**config.mk**
```make
export PLATFORM = sky130hd
export DESIGN_NAME = controlador_sinc_vga
export DESIGN_NICKNAME = d
export VERILOG_FILES = /design/src/rtl/controlador_sinc_vga.sv
export SDC_FILE = /design/constraint.sdc
export NUM_CORES = 1
export LEC_CHECK = 0
export ABC_AREA = 1
export CAP_MARGIN = 20
export CORE_AREA = 2 2 59 61
export DETAILED_ROUTE_END_ITERATION = 8
export DIE_AREA = 0 0 61 63
export PLACE_DENSITY = 0.77
export SYNTH_ARGS = -nofsm -noshare
export SYNTH_HDL_FRONTEND = slang
export SYNTH_SLANG_ARGS = --single-unit
export TNS_END_PERCENT = 30
```
**constraint.sdc**
```tcl
create_clock -name clk -period 4.5 [get_ports clk]
set_input_delay 0.9 -clock clk [delete_from_list [all_inputs] [get_ports clk]]
set_output_delay 0.9 -clock clk [all_outputs]
set_load 0.01 [all_outputs]
```
**src/rtl/controlador_sinc_vga.sv**
```systemverilog
// controlador_sinc_vga: VGA sync generator.
//   A pixel divider produces one tick every DIV_PIXEL clk cycles. Each tick advances the
//   horizontal pixel counter. The vertical line counter advances whenever the horizontal
//   counter wraps. Phase registers (VISIBLE/FRONT/SYNC/BACK) are decoded from the
//   next-state counter values, so the sync and blanking outputs are registered and line
//   up with the counter values on the same clk.
// Ports:
//   clk        - only clock, rising edge
//   reset      - synchronous, active-high
//   habilitar  - run enable; low freezes all state
//   tick_pixel - one-clk pulse per pixel period
//   cuentaH    - horizontal pixel count, 0..H_TOTAL-1
//   cuentaV    - vertical line count, 0..V_TOTAL-1
//   Hsinc      - horizontal sync, active low
//   Vsinc      - vertical sync, active low
//   video_on   - high inside the visible area
//   fin_linea  - one-clk pulse after the horizontal wrap
//   fin_cuadro - one-clk pulse after the frame wrap
module controlador_sinc_vga #(
   parameter int unsigned H_VISIBLE = 640,
   parameter int unsigned H_FRONT   = 16,
   parameter int unsigned H_SYNC    = 96,
   parameter int unsigned H_BACK    = 48,
   parameter int unsigned V_VISIBLE = 480,
   parameter int unsigned V_FRONT   = 10,
   parameter int unsigned V_SYNC    = 2,
   parameter int unsigned V_BACK    = 33,
   parameter int unsigned DIV_PIXEL = 2
) (
   input  logic       clk,
   input  logic       reset,
   input  logic       habilitar,
   output logic       tick_pixel,
   output logic [9:0] cuentaH,
   output logic [9:0] cuentaV,
   output logic       Hsinc,
   output logic       Vsinc,
   output logic       video_on,
   output logic       fin_linea,
   output logic       fin_cuadro
);

   localparam int unsigned H_TOTAL = H_VISIBLE + H_FRONT + H_SYNC + H_BACK;
   localparam int unsigned V_TOTAL = V_VISIBLE + V_FRONT + V_SYNC + V_BACK;

   typedef enum logic [1:0] {FaseVisible, FaseFront, FaseSync, FaseBack} fase_e;

   logic [3:0] div_q, div_d;
   logic [9:0] cuenta_h_q, cuenta_h_d;
   logic [9:0] cuenta_v_q, cuenta_v_d;
   fase_e      fase_h_q, fase_h_d;
   fase_e      fase_v_q, fase_v_d;
   logic       hsinc_q, vsinc_q, video_q;
   logic       fin_linea_q, fin_cuadro_q;
   logic       tick, wrap_h, wrap_v;

   // Range decode of a counter value into its phase.
   function automatic fase_e decodifica(input logic [9:0] c, input int unsigned vis,
                                        input int unsigned fr, input int unsigned sy);
      int unsigned x;
      x = {22'd0, c};
      if (x < vis) begin
         return FaseVisible;
      end else if (x < vis + fr) begin
         return FaseFront;
      end else if (x < vis + fr + sy) begin
         return FaseSync;
      end else begin
         return FaseBack;
      end
   endfunction

   // Next-state logic for the divider, counters and both phase FSMs.
   always_comb begin
      tick       = habilitar && (div_q == 4'(DIV_PIXEL - 1));
      wrap_h     = tick && (cuenta_h_q == 10'(H_TOTAL - 1));
      wrap_v     = wrap_h && (cuenta_v_q == 10'(V_TOTAL - 1));
      div_d      = div_q;
      cuenta_h_d = cuenta_h_q;
      cuenta_v_d = cuenta_v_q;
      if (habilitar) begin
         div_d = tick ? 4'd0 : div_q + 4'd1;
      end
      if (tick) begin
         cuenta_h_d = wrap_h ? 10'd0 : cuenta_h_q + 10'd1;
      end
      if (wrap_h) begin
         cuenta_v_d = wrap_v ? 10'd0 : cuenta_v_q + 10'd1;
      end
      // Phases follow the counter values that will be loaded on this edge, so the
      // registered outputs describe the same position as cuentaH/cuentaV.
      fase_h_d = decodifica(cuenta_h_d, H_VISIBLE, H_FRONT, H_SYNC);
      fase_v_d = decodifica(cuenta_v_d, V_VISIBLE, V_FRONT, V_SYNC);
   end

   always_ff @(posedge clk) begin
      if (reset) begin
         div_q        <= 4'd0;
         cuenta_h_q   <= 10'd0;
         cuenta_v_q   <= 10'd0;
         fase_h_q     <= FaseVisible;
         fase_v_q     <= FaseVisible;
         hsinc_q      <= 1'b1;
         vsinc_q      <= 1'b1;
         video_q      <= 1'b1;
         fin_linea_q  <= 1'b0;
         fin_cuadro_q <= 1'b0;
      end else begin
         div_q        <= div_d;
         cuenta_h_q   <= cuenta_h_d;
         cuenta_v_q   <= cuenta_v_d;
         fase_h_q     <= fase_h_d;
         fase_v_q     <= fase_v_d;
         hsinc_q      <= (fase_h_d != FaseSync);
         vsinc_q      <= (fase_v_d != FaseSync);
         video_q      <= (fase_h_d == FaseVisible) && (fase_v_d == FaseVisible);
         fin_linea_q  <= wrap_h;
         fin_cuadro_q <= wrap_v;
      end
   end

   assign tick_pixel = tick;
   assign cuentaH    = cuenta_h_q;
   assign cuentaV    = cuenta_v_q;
   assign Hsinc      = hsinc_q;
   assign Vsinc      = vsinc_q;
   assign video_on   = video_q;
   // Pulses are suppressed while paused.
   assign fin_linea  = fin_linea_q && habilitar;
   assign fin_cuadro = fin_cuadro_q && habilitar;

endmodule

```
# Word-level counts from Yosys, hierarchy flattened
# Cells that the tools add are included.
totals:
  reg_bits: 29
op_classes:
  order_cmp: 6
  mux: 11
  reduce_logical: 8
  n_addsub: 3
  eq_ne: 5
ops:
  columns: ["op", "n"]
  rows:
  - ["$mux W10", 4]
  - ["$lt A10 B10 Y1 const B", 3]
  - ["$lt A10 B9 Y1 const B", 3]
  - ["$add A10 B1 Y10 const B", 2]
  - ["$eq A10 B10 Y1 const B", 2]
  - ["$mux W2", 4]
  - ["$logic_and A1 B1 Y1", 6]
  - ["$add A4 B1 Y4 const B", 1]
  - ["$eq A4 B1 Y1 const B", 1]
  - ["$logic_not A2 Y1", 2]
  - ["$mux W4", 1]
  - ["$ne A2 B2 Y1 const B", 2]
  - ["$mux W1", 2]

# Depth between registers and ports, before layout
logic_depth:
  word_depth: 12
  ltp_mapped: 15
  ltp_nobuf: 15

# Worst setup path before layout
# Ideal clock, no wire load.
synth_timing:
  path_type: "input port to output port"
  from: "in habilitar"
  to: "out tick_pixel"
  slack_ns: 2.333
  n_path_buf: 1
  stages: 3
  t_arrival_ns: 1.267
  path_cell_list: "buf_6 -> nand2_4 -> nor2_4"
synth_via:
  elab_chain_cells: 1
synth_lines:
  columns: ["item", "line_no", "rtl"]
  rows:
  - ["start: declaration", "32", "input logic habilitar,"]
  - ["$logic_and A1 B1 Y1", "75", "tick = habilitar && (div_q == 4'(DIV_PIXEL - 1));"]
  - ["end: declaration", "33", "output logic tick_pixel,"]
# Every way passes these cells.

# Worst setup path in the final report
# Same ends and word-level chain as after synthesis.

==> impl_metrics.tcl <==
set metrics [dict create \
    cts_inserted_buffers 5 \
    synthTopCellsByArea "dfxtp_1 (34%), nand2_1 (16%), nor2_1 (10%)" \
    overflow 0 \
    cts_tree "done" \
    synthSimpleGateAreaFrac_pct 44.1 \
    h-tree-depth 2 \
    synth-seq-cells 29 \
    drv_cap 0 \
    synth-edff-count 0 \
    setup.worst_path.start_class "input port" \
    synth_ff_type "dfxtp_1" \
    place_area_um2 2000 \
    intPower_mw 0.443 \
    synth_compound_area_share_pct 6.06 \
    synthMuxAreaShare_pct 0 \
    fin_ws_ns 1.08 \
    holdPathEnd "div_q[3]$_SDFFE_PP0P_" \
    worst-path-buf-inv 2 \
    combPwrFrac_pct 5.4 \
    ios 29 \
    rr_startpoint "cuentaH[0]$_SDFFE_PP0N_" \
    synth_common_cells "nand2_1 (71), nor2_1 (47), inv_1 (39)" \
    clock_latency_ns 0.35 \
    slew_headroom_pct 48.9 \
    sw_frac_of_total_pct 21.9 \
    synth_seq_area_share_pct 34.3 \
    hold_path.class "reg2reg" \
    crit_path_end_kind "output pin" \
    syn_nets 273 \
    antenna_cells 0 \
    area_growth_pct 24.2 \
    cts_hold_buf 0 \
    die_w_um 61 \
    synth-xor-area-share_pct 1.03 \
    crit_path_frequent_cell "clkdlybuf4s50_1" \
    hold_start "div_q[3]$_SDFFE_PP0P_" \
    die_area_um2 3840 \
    synth.avg_cell_area_um2 6.39 \
    hpwl_mm 2.81 \
    maxSlewViolCount 0 \
    drt-initial-drc-count 77 \
    vias 1677 \
    leakage_nw 0.932 \
    grt_pass1_wl_mm 6.25 \
    drive_above_1_share_pct 6.73 \
    cts_buffer_depth 2 \
    r2r_cells 12 \
    initial_core_util_pct 52.4 \
    final-setup-viol-count 0 \
    ys_async_sr_fraction_pct 0 \
    min_path_cells 2 \
    grt_usage_pct 21.3 \
    worstSetupPathType "in2out" \
    fp-row-count 21 \
    syn-cell-area_um2 1690 \
    wl_per_cell_um 10.8 \
    postCtsResizedCells 0 \
    yosysTopAreaCell "dfxtp_1" \
    irDropWorstVdd_uv 217 \
    syn-instance-count 265 \
    route.detailed.drc 0 \
    rsz0062_at_grt "no" \
    viasPerCell 4.89 \
    seqPwrFrac_pct 46.4 \
    fin_crit_sh_pct 76.0 \
    clkTransAtPathRegs_ns 0.10 \
    cts.sinks 29 \
    synth_adder_area_share_pct 3.69 \
    synth_most_common_cell "nand2_1" \
    synth_top_family_by_area "simple AND/OR/NAND/NOR gates" \
    fmax_mhz 293 \
    timing.reg2reg.setup_slack_ns 2.44 \
    whs_ns 0.499 \
    nets 304 \
    cpPeakStageDelay_ns 0.68 \
    p_switching_mw 0.124 \
    synth_cell_types 25 \
    hold_viol 0 \
    port-buffer-count 28 \
    critPathSlowestCell "clkdlybuf4s50_1" \
    cts-root-buf "clkbuf_4" \
    min_period_ns 3.42 \
    yosysWarnings 0 \
    finalSetupTns_ns 0 \
    grt_pass1_vias 1490 \
    final_cell_area_um2 2100 \
    arrival_ns 2.52 \
    antenna_found_initial 0 \
    path_delay_family "buffers and inverters" \
    wl_mm 3.71 \
    pre_cts_ws_ns 1.09 \
    critPathMaxFanout 10 \
    post_cts_buffers 0 \
    grt_max_degree 21 \
    worstPathCellList "clkdlybuf4s50_1, nand2_4, nor2_4, clkdlybuf4s50_1" \
    tightest_slew_ns 0.764 \
    synth_top_area_share_pct 34.3 \
    reg2reg_to "Vsinc$_SDFF_PP1_" \
    core_area_um2 3230 \
    crit_required_ns 3.60 \
    pwr_density_cell_nw_per_um2 270 \
    ant_nets 0 \
    gp_congestion 0.844 \
    skew_ns 0.0174 \
    clkPwrFrac_pct 48.2 \
    finalPower_mw 0.568 \
    drt_pass1_iterations 4 \
    outcome "finished clean" \
    die_y_um 63 \
]
flip-flops by register name, summed over array words and instances (netlist names):
register	cells
cuentaH	10
fin_cuadro_q	1
cuentaV	10
Hsinc	1
fin_linea_q	1
video_on	1
div_q	4
Vsinc	1
metal layers:
layer | part of all wire [%] | GRT usage [%] | vias to the layer above
met4 | 1.9 | 11.7 | 0
met2 | 44 | 31.0 | 43
met5 | 0 | 0 | -
met3 | 5.0 | 3.52 | 7
li1 | - | - | 892
met1 | 49 | 29.3 | 735
stage by stage:
stage                     utilization, %  std cells
after global placement              61.9        335
after floorplan                        -        265
final                               65.1        343
after global routing                65.1        343
after CTS                           65.1        343
after detailed placement            61.9        335
cells in the final DEF (no fill, tap or decap):
cell / n
ha_1: 5
o21ai_0: 5
nor2_2: 3
nand2_4: 2
nor2_1: 47
nor2_4: 3
clkinv_1: 1
inv_2: 1
nand2_1: 71
o21a_1: 1
or2_1: 1
clkinv_2: 1
nand2_2: 2
bufinv_16: 2
clkbuf_4: 5
xor2_1: 2
o21bai_4: 1
a21oi_1: 4
o21ai_1: 3
nand4_1: 12
dfxtp_1: 29
nand3_1: 22
o32ai_1: 1
a22oi_1: 1
inv_1: 39
nor3_1: 5
clkdlybuf4s50_1: 28
how the worst max path moves through the flow:
stage | to | from | cells after the start
after detailed placement | tick_pixel | habilitar | 4
after global placement | tick_pixel | habilitar | 4
after global routing | tick_pixel | habilitar | 4
after floorplan | tick_pixel | habilitar | 3
final | tick_pixel | habilitar | 4
after CTS | tick_pixel | habilitar | 4
kinds of logic after synthesis:
group / Yosys count
flip-flops: 29
buffers and inverters: 45
XOR/XNOR: 2
AO/OA/AOI/OAI: 16
AND/OR/NAND/NOR: 168
adder cells (fa/ha/maj): 5
worst min-delay path, stage by stage, from the launching register on:
cell and delay, ns:
dfxtp_1 0.33, inv_1 0.08, a21oi_1 0.06
power by group through the flow:
| stage | clock (mW) | combinational [mW] | sequential [mW] |
|---|---|---|---|
| 3_5_place_dp | 0 | 0.0303 | 0.269 |
| 5_1_grt | 0.286 | 0.0338 | 0.264 |
| 2_1_floorplan | 0 | 0.0217 | 0.269 |
| 3_3_place_gp | 0 | 0.0298 | 0.269 |
| 6_report | 0.273 | 0.0306 | 0.263 |
| 4_1_cts | 0.275 | 0.0307 | 0.263 |
final cells by class:
| cell class | count | area, µm² |
|---|---|---|
| clock buffers | 5 | 37.5 |
| clock inverters | 3 | 65.1 |
| fillers | 312 | 1130 |
| inverters | 41 | 154 |
| multi-input cells | 191 | 930 |
| flip-flops and latches | 29 | 581 |
| well taps | 46 | 57.6 |
| repair buffers | 28 | 280 |
No activity file was read; power rests on OpenSTA's default activity.
